`src/rtl/md_hilo_sequencer_if.sv`:
```
// Handshake and HI/LO bus between the control unit and the mult/div sequencer.
interface md_hilo_sequencer_if #(
  parameter int WIDTH = 32
);
  logic             start;
  logic [1:0]       fun_c;
  logic [WIDTH-1:0] a;
  logic [WIDTH-1:0] b;
  logic             wr_hi;
  logic             wr_lo;
  logic [WIDTH-1:0] wdata;
  logic [WIDTH-1:0] hi;
  logic [WIDTH-1:0] lo;
  logic             busy;
  logic             done;

  modport master (
    output start, fun_c, a, b, wr_hi, wr_lo, wdata,
    input  hi, lo, busy, done
  );

  modport slave (
    input  start, fun_c, a, b, wr_hi, wr_lo, wdata,
    output hi, lo, busy, done
  );
endinterface

```
`src/rtl/md_hilo_sequencer.sv`:
```
// Iterative shift-add multiply / restoring divide sequencer owning the HI/LO registers.
module md_hilo_sequencer #(
  parameter int WIDTH = 32,
  parameter int CNT_W = 5
) (
  input  logic                 clk,
  input  logic                 rst,
  md_hilo_sequencer_if.slave   bus
);

  typedef enum logic [1:0] {IDLE, PREP, RUN, FIX} state_t;

  localparam logic [CNT_W-1:0] LAST = CNT_W'(WIDTH - 1);

  state_t           state_q, state_d;
  logic [CNT_W-1:0] cnt_q;
  logic [1:0]       op_q;
  logic [WIDTH-1:0] a_q, b_q;
  logic [WIDTH-1:0] p_hi_q, p_lo_q, opnd_q;
  logic             neg_q_q, neg_r_q, div0_q;
  logic [WIDTH-1:0] hi_q, lo_q;
  logic             done_q;

  logic               is_signed, is_div;
  logic [WIDTH-1:0]   a_mag, b_mag;
  logic [WIDTH:0]     mul_sum, div_shift, div_diff;
  logic [2*WIDTH-1:0] prod_fix;
  logic [WIDTH-1:0]   quot_fix, rem_fix;

  always_ff @(posedge clk) begin
    if (rst) state_q <= IDLE;
    else     state_q <= state_d;
  end

  always_comb begin
    state_d = state_q;
    case (state_q)
      IDLE:    if (bus.start) state_d = PREP;
      PREP:    state_d = RUN;
      RUN:     if (cnt_q == LAST) state_d = FIX;
      FIX:     state_d = IDLE;
      default: state_d = IDLE;
    endcase
  end

  always_comb begin
    is_signed = op_q[0];
    is_div    = op_q[1];
    a_mag     = (is_signed && a_q[WIDTH-1]) ? -a_q : a_q;
    b_mag     = (is_signed && b_q[WIDTH-1]) ? -b_q : b_q;
    mul_sum   = {1'b0, p_hi_q} + (p_lo_q[0] ? {1'b0, opnd_q} : '0);
    // Remainder stays below the divisor, so the shifted value fits in WIDTH+1 bits
    // and bit WIDTH of the difference is a clean borrow flag.
    div_shift = {p_hi_q, p_lo_q[WIDTH-1]};
    div_diff  = div_shift - {1'b0, opnd_q};
    prod_fix  = neg_q_q ? -{p_hi_q, p_lo_q} : {p_hi_q, p_lo_q};
    quot_fix  = neg_q_q ? -p_lo_q : p_lo_q;
    rem_fix   = neg_r_q ? -p_hi_q : p_hi_q;
  end

  always_ff @(posedge clk) begin
    if (rst) begin
      cnt_q   <= '0;
      op_q    <= '0;
      a_q     <= '0;
      b_q     <= '0;
      p_hi_q  <= '0;
      p_lo_q  <= '0;
      opnd_q  <= '0;
      neg_q_q <= 1'b0;
      neg_r_q <= 1'b0;
      div0_q  <= 1'b0;
    end else begin
      case (state_q)
        IDLE: if (bus.start) begin
          a_q  <= bus.a;
          b_q  <= bus.b;
          op_q <= bus.fun_c;
        end
        PREP: begin
          p_hi_q  <= '0;
          p_lo_q  <= a_mag;
          opnd_q  <= b_mag;
          neg_q_q <= is_signed & (a_q[WIDTH-1] ^ b_q[WIDTH-1]);
          neg_r_q <= is_signed & a_q[WIDTH-1];
          div0_q  <= (b_q == '0);
          cnt_q   <= '0;
        end
        RUN: begin
          cnt_q <= cnt_q + 1'b1;
          if (is_div) begin
            if (!div_diff[WIDTH]) begin
              p_hi_q <= div_diff[WIDTH-1:0];
              p_lo_q <= {p_lo_q[WIDTH-2:0], 1'b1};
            end else begin
              p_hi_q <= div_shift[WIDTH-1:0];
              p_lo_q <= {p_lo_q[WIDTH-2:0], 1'b0};
            end
          end else begin
            p_hi_q <= mul_sum[WIDTH:1];
            p_lo_q <= {mul_sum[0], p_lo_q[WIDTH-1:1]};
          end
        end
        default: ;
      endcase
    end
  end

  // The FIX write takes priority over a coincident mthi/mtlo.
  always_ff @(posedge clk) begin
    if (rst) begin
      hi_q   <= '0;
      lo_q   <= '0;
      done_q <= 1'b0;
    end else begin
      done_q <= (state_q == FIX);
      if (state_q == FIX) begin
        if (is_div) begin
          if (div0_q) begin
            hi_q <= a_q;
            lo_q <= '1;
          end else begin
            hi_q <= rem_fix;
            lo_q <= quot_fix;
          end
        end else begin
          {hi_q, lo_q} <= prod_fix;
        end
      end else begin
        if (bus.wr_hi) hi_q <= bus.wdata;
        if (bus.wr_lo) lo_q <= bus.wdata;
      end
    end
  end

  assign bus.hi   = hi_q;
  assign bus.lo   = lo_q;
  assign bus.busy = (state_q != IDLE);
  assign bus.done = done_q;

endmodule

```
`src/flat_wrapper.sv`:
```
// flat-port wrapper written by rule: the top's interface ports become plain ports
module md_hilo_sequencer_flat 
#(
  parameter int WIDTH = 32,
  parameter int CNT_W = 5
)
  (clk, rst, bus_start, bus_fun_c, bus_a, bus_b, bus_wr_hi, bus_wr_lo, bus_wdata, bus_hi, bus_lo, bus_busy, bus_done);
  md_hilo_sequencer_if #(.WIDTH(WIDTH)) bus_i ();
  input  logic clk;
  input  logic rst;
  input wire logic [$bits(bus_i.start)-1:0] bus_start;
  input wire logic [$bits(bus_i.fun_c)-1:0] bus_fun_c;
  input wire logic [$bits(bus_i.a)-1:0] bus_a;
  input wire logic [$bits(bus_i.b)-1:0] bus_b;
  input wire logic [$bits(bus_i.wr_hi)-1:0] bus_wr_hi;
  input wire logic [$bits(bus_i.wr_lo)-1:0] bus_wr_lo;
  input wire logic [$bits(bus_i.wdata)-1:0] bus_wdata;
  output wire logic [$bits(bus_i.hi)-1:0] bus_hi;
  output wire logic [$bits(bus_i.lo)-1:0] bus_lo;
  output wire logic [$bits(bus_i.busy)-1:0] bus_busy;
  output wire logic [$bits(bus_i.done)-1:0] bus_done;
  assign bus_i.start = bus_start;
  assign bus_i.fun_c = bus_fun_c;
  assign bus_i.a = bus_a;
  assign bus_i.b = bus_b;
  assign bus_i.wr_hi = bus_wr_hi;
  assign bus_i.wr_lo = bus_wr_lo;
  assign bus_i.wdata = bus_wdata;
  assign bus_hi = bus_i.hi;
  assign bus_lo = bus_i.lo;
  assign bus_busy = bus_i.busy;
  assign bus_done = bus_i.done;
  md_hilo_sequencer #(.WIDTH(WIDTH), .CNT_W(CNT_W)) u_core (.clk(clk), .rst(rst), .bus(bus_i));
endmodule
```
`config.mk`:
```
export PLATFORM = sky130hd
export DESIGN_NAME = md_hilo_sequencer_flat
export DESIGN_NICKNAME = d
export VERILOG_FILES = /design/src/rtl/md_hilo_sequencer_if.sv /design/src/rtl/md_hilo_sequencer.sv /design/src/flat_wrapper.sv
export SDC_FILE = /design/constraint.sdc
export NUM_CORES = 1
export LEC_CHECK = 0
export ABC_AREA = 1
export CAP_MARGIN = 10
export CORE_MARGIN = 5
export CORE_UTILIZATION = 50
export DETAILED_ROUTE_END_ITERATION = 8
export GPL_TIMING_DRIVEN = 0
export HOLD_SLACK_MARGIN = 0.05
export PLACE_DENSITY = 0.76
export REMOVE_ABC_BUFFERS = 1
export SLEW_MARGIN = 20
export SYNTH_ARGS = -nofsm -noshare
export SYNTH_HDL_FRONTEND = slang
export SYNTH_SLANG_ARGS = --single-unit
```
`constraint.sdc`:
```
create_clock -name clk -period 3.34 [get_ports clk]
set_input_delay 0.501 -clock clk [delete_from_list [all_inputs] [get_ports clk]]
set_output_delay 0.501 -clock clk [all_outputs]
set_load 0.02 [all_outputs]
```
; ---- Word level (Yosys, flattened, before mapping)
; Index checks and enable logic that the tools add are counted.
[classes]
eq_ne = 6
add_sub_neg = 8
muxes = 24
bitwise = 3
n_reduce_logical = 10
[op_table]
columns = cell, count
row1 = 2-to-1 mux 32 bit, 16
row2 = negation 32 bit, 4
row3 = one-hot mux 32 bit (2 select lines), 2
row4 = 2-to-1 mux 64 bit, 1
row5 = negation 64 bit, 1
row6 = adder 32 x 33 -> 33 bit, 1
row7 = subtractor 33 x 32 -> 33 bit, 1
row8 = zero test 32 bit, 1
row9 = one-hot mux 5 bit (2 select lines), 1
row10 = one-hot mux 2 bit (4 select lines), 1
row11 = nonzero test 2 bit, 4
row12 = adder 5 x 1 -> 5 bit (second input constant), 1
row13 = == test 5 bit (second input constant), 1
row14 = == test 2 bit (second input constant), 2
row15 = 2-to-1 mux 2 bit, 2
row16 = AND reduction 2 bit, 2
row17 = bitwise AND 1 bit, 2
row18 = == test 2 x 1 -> 1 bit (second input constant), 1
row19 = logical AND 1 bit, 2
row20 = zero test 2 bit, 1
row21 = != test 2 x 1 -> 1 bit (second input constant), 1
row22 = != test 2 bit (second input constant), 1
row23 = 2-to-1 mux 1 bit, 1
row24 = XOR 1 bit, 1
[totals]
output_inout_bits = 66
elab_cells = 65
ff_bits = 237

; ---- Depth between registers and ports, before layout
[logic_depth]
ltp_word = 5
depth_mapped = 20
mapped_depth_nobuf = 18

; ---- Worst setup path after synthesis
; Ideal clock, no wire load.
[synth_path]
path_kind = register to register
start = register u_core.p_lo_q[0]
end = register u_core.p_hi_q[25]
path_buffers = 2
synth_period_minus_slack_ps = 2562
stages_incl_launch_ff = 20
setup_slack_ps = 778
arrival_ps = 2428
cell_sequence = dfxtp_1 -> buf_6 -> clkbuf_1 -> nand2_1 -> inv_1 -> ha_1 -> inv_1 -> fa_1 -> o21ai_1 -> nand2_1 -> nand2_1 -> nand2_1 -> nand2_1 -> nand2_1 -> nand3_1 -> nand3_1 -> nand2_1 -> inv_1 -> nand2_1 -> a21oi_1
[synth_between]
elab_chain_cells = 4
[synth_lines]
columns = element, line
row1 = from (decl), md_hilo_sequencer.sv:19  ; logic [WIDTH-1:0] p_hi_q, p_lo_q, opnd_q;
row2 = from (signal assigned), md_hilo_sequencer.sv:82  ; p_lo_q <= a_mag;
row3 = from (signal assigned), md_hilo_sequencer.sv:94  ; p_lo_q <= {p_lo_q[WIDTH-2:0], 1'b1};
row4 = from (signal assigned), md_hilo_sequencer.sv:97  ; p_lo_q <= {p_lo_q[WIDTH-2:0], 1'b0};
row5 = 2-to-1 mux 32 bit, md_hilo_sequencer.sv:51  ; mul_sum = {1'b0, p_hi_q} + (p_lo_q[0] ? {1'b0, opnd_q} : '0);
row6 = adder 32 x 33 -> 33 bit, md_hilo_sequencer.sv:51
row7 = 2-to-1 mux 32 bit, md_hilo_sequencer.sv:91  ; if (is_div) begin
row8 = one-hot mux 32 bit (2 select lines), md_hilo_sequencer.sv:74  ; case (state_q)
row9 = to (signal assigned), md_hilo_sequencer.sv:93  ; p_hi_q <= div_diff[WIDTH-1:0];
row10 = to (signal assigned), md_hilo_sequencer.sv:96  ; p_hi_q <= div_shift[WIDTH-1:0];
row11 = to (signal assigned), md_hilo_sequencer.sv:100  ; p_hi_q <= mul_sum[WIDTH:1];
row12 = to (decl), md_hilo_sequencer.sv:19
; Every way passes these cells.
; A chain may end at the register's enable or synchronous reset.

; ---- Worst setup path after layout
[layout_path]
start = register u_core.p_lo_q[31]
end = register u_core.p_hi_q[13]
[layout_between]
elab_chain_cells = 4
[layout_lines]
columns = element, line
row1 = subtractor 33 x 32 -> 33 bit, md_hilo_sequencer.sv:55  ; div_diff = div_shift - {1'b0, opnd_q};
row2 = 2-to-1 mux 32 bit, md_hilo_sequencer.sv:92  ; if (!div_diff[WIDTH]) begin
row3 = 2-to-1 mux 32 bit, md_hilo_sequencer.sv:91
row4 = one-hot mux 32 bit (2 select lines), md_hilo_sequencer.sv:74
; Every way passes these cells.

==> metrics.md <==
| Metric | Value |
|---|---|
| Area contributors post-synth | dfxtp_1 (24%), nand2_1 (19%), inv_1 (8.3%), o21ai_0 (8.2%), a21oi_1 (7.9%) |
| Die span in y | 209 um |
| CP arrival | 3.63 ns |
| Clk pin slew, worst setup/hold paths | 0.07 ns |
| GR Overflow Total | 0 |
| Relative slew slack | 28.8% |
| Boundary Pins | 169 |
| Max-Cap Viols | 0 |
| Final std cells w/o fill | 4028 |
| RePlAce Congestion | 1.08 |
| Die width | 209 um |
| Core Rows | 73 |
| Area grow syn2layout | 15.2% |
| Multi-input combinational cell area | 12800 um^2 |
| TritonCTS Buffers | 27 |
| DRT iter0 DRCs | 2888 |
| RSZ-0062 raised after global routing | false |
| Clock skew | 0.0257 ns |
| Clk network pwr share | 20.1% |
| Post-synth top cells | nand2_1 (992), inv_1 (441), o21ai_0 (324), a21oi_1 (314), nor2_1 (269) |
| Status | complete, no violations |
| Register Area | 4750 um^2 |
| Cell taking the most area after synthesis | dfxtp_1 |
| Via count | 23000 |
| Switching pwr | 0.00894 W |
| Max-slew violation count | 0 |
| P per Cell Area | 767 nW/um^2 |
| Total track usage | 32.1% |
| Worst-Margin Slew | 1.06 ns |
| Starting density of the core | 50.2% |
| Crit path launch type | flip-flop |
| Cell variety after synth | 52 |
| #FFs+latches synth | 237 |
| H-tree levels | 1 |
| Number of synthesized flops with an enable pin | 0 |
| Antenna violations before repair | 3 |
| CTS Sinks | 237 |
| Fin Hold WS | 0.358 ns |
| Finished Core Util | 57.8% |
| Clock buffer depth | 3 |
| Worst-Skew Late Latency | 0.58 ns |
| Nets | 3662 |
| Post-DR vias/cell | 5.70 |
| Asr flop ratio synth | 0% |
| Largest net degree at the start of global routing | 116 |
| Gate power share | 54.9% |
| HPWL Detailed | 57200 um |
| Cell with the most instances after synthesis | nand2_1 |
| Share of post-route cells with drive strength above 1 | 4.22% |
| Post-synthesis sequential area ratio | 23.9% |
| Internal power consumption | 0.00859 W |
| # setup viols final | 0 |
| Syn Area/Cell | 5.78 um^2 |
| Req. time, crit path | 3.83 ns |
| First-pass GRT wire length | 114000 um |
| Synth warn | 0 |
| 1st-pass router iterations | 6 |
| Vias in the first global route | 19800 |
| Root Driver | clkbuf_16 |
| Hold crit path type | primary input to flip-flop |
| Top FF cell, synth | dfxtp_1 |
| Post-placement cell count | 3978 |
| Final setup margin | 0.205 ns |
| Number of I/O port buffers | 168 |
| CTS tree | built |
| WL/cell | 18.4 um |
| Reg power frac | 25.0% |
| CP Capture Type | flip-flop |
| Post-Syn Instances | 3433 |
| DRT antenna net count | 0 |
| Crit share post-route | 93.9% |
| Fillers | 4053 |
| Critical path fanouts, max | 40 |
| Area of the core | 39500 um^2 |
| WS Path Type | flip-flop to flip-flop |
| Pre-CTS setup slack | 0.0212 ns |
| Achievable frequency | 0.319 GHz |
| Min Tclk post-route | 3.14 ns |
| Worst VDD drop | 0.737 mV |
| Switching Share | 51.0% |
| Final Hold Viols | 0 |
| Final wirelength | 74100 um |
| Synth top area share | 23.9% |
| Synth Cell Area | 19900 um^2 |
| # DRC | 0 |
| Leak | 10.8 nW |
| Antenna diode instance count | 0 |
| Die ar. | 43800 um^2 |
-- path summary, 6_finish.rpt --
check,start,to,slack (ns),cells after the start
max,u_core.p_lo_q[31],u_core.p_hi_q[13],0.20,18
min,rst,u_core.p_hi_q[18],0.36,2
max reg2reg,u_core.p_lo_q[31],u_core.p_hi_q[13],0.20,18
min reg2reg,u_core.cnt_q[4],u_core.cnt_q[4],0.49,2
-- critical path, cell delays in order, from the launching register on --
cell      delay (ns)
dfxtp_1         0.59
inv_1           0.10
ha_1            0.22
fa_1            0.36
inv_1           0.10
nand2_1         0.09
nand2_1         0.09
nand3_1         0.08
nand2_2         0.14
nand2_2         0.08
nand2_4         0.12
nand2_4         0.10
nand2_4         0.10
nand2_4         0.10
nand2_8         0.29
nand2_1         0.16
nand2_1         0.10
o21bai_1        0.08
a21oi_1         0.12
-- power by group through the flow --
| stage | clock [W] | combinational, W | sequential (W) |
|---|---|---|---|
| 2_1_floorplan | 0 | 0.00630 | 0.00417 |
| 6_report | 0.00352 | 0.00963 | 0.00438 |
| 4_1_cts | 0.00356 | 0.00940 | 0.00432 |
| 5_1_grt | 0.00367 | 0.0106 | 0.00443 |
| 3_5_place_dp | 0 | 0.00935 | 0.00438 |
| 3_3_place_gp | 0 | 0.00910 | 0.00445 |
-- layout make-up --
type                            count  area share [%]
Tap cell                          525            2.87
Multi-Input combinational cell   2586            56.0
Inverter                          453            7.52
Sequential cell                   237            20.8
Clock buffer                       32            3.22
Clock inverter                     18            1.36
Timing Repair Buffer              177            8.20
-- registers in the layout, summed over array words and instances (netlist names) --
signal	cells
u_core.bus.hi	32
u_core.state_q	2
u_core.div0_q	1
u_core.op_q	2
u_core.neg_q_q	1
u_core.a_q	32
u_core.bus.lo	32
u_core.p_lo_q	32
u_core.cnt_q	5
u_core.neg_r_q	1
u_core.b_q	32
u_core.opnd_q	32
u_core.p_hi_q	32
u_core.bus.done	1
-- cell usage in the layout (no fill, tap or decap), types with 4 or more instances in the layout --
cell / instances
clkinvlp_4: 4
nor3_2: 4
o21bai_1: 16
nand2_2: 12
nor2_4: 5
inv_1: 436
nand3_2: 11
nand2_1: 989
buf_12: 7
or2_2: 7
clkbuf_16: 28
dfxtp_1: 233
nand4_1: 36
clkinv_2: 4
nor4_1: 6
ha_1: 72
o21ai_2: 4
bufinv_16: 8
inv_6: 6
xor2_1: 45
a31oi_1: 37
a21o_1: 9
o22ai_1: 4
o221ai_1: 13
a221oi_1: 6
o31ai_1: 9
nand3_1: 254
o21ai_1: 15
a21oi_1: 314
nand3b_1: 12
o21ai_0: 324
o211ai_1: 15
nand2_4: 7
nor2_2: 11
nor2_1: 266
inv_2: 11
nor3_1: 45
clkdlybuf4s50_1: 167
xnor2_1: 9
-- kinds of logic after synthesis --
group | Yosys count | share of synthesized area [%]
fa+ha+maj | 77 | 4.93
compound gates | 779 | 21.2
buf+inv | 610 | 11.8
xor+xnor | 54 | 2.38
simple gates | 1676 | 35.7
flops | 237 | 23.9
-- stage by stage --
| step | TNS (ns) | cell area (um^2) | total power (W) |
|---|---|---|---|
| after floorplan | -19.69 | 19200 | 0.0105 |
| after global placement | -993.45 | 21500 | 0.0136 |
| after detailed placement | 0 | 21800 | 0.0137 |
| after CTS | 0 | 22800 | 0.0173 |
| after global routing | 0 | 22900 | 0.0187 |
| final | 0 | 22900 | 0.0175 |
-- routing by layer --
layer	up-vias	part of all wire (%)	track usage, %
li1	11300	-	-
met1	10400	44	48.0
met2	1169	39	45.2
met3	129	13	9.09
met4	6	3.0	7.94
met5	-	0.053	0
-- repair_timing --
action                     4_1_cts  5_1_grt
setup endpoints to repair        1       16
setup buffers                    0        0
resized for setup                1        7
hold buffers                     0        0
Power figures use the tool's default switching activity.
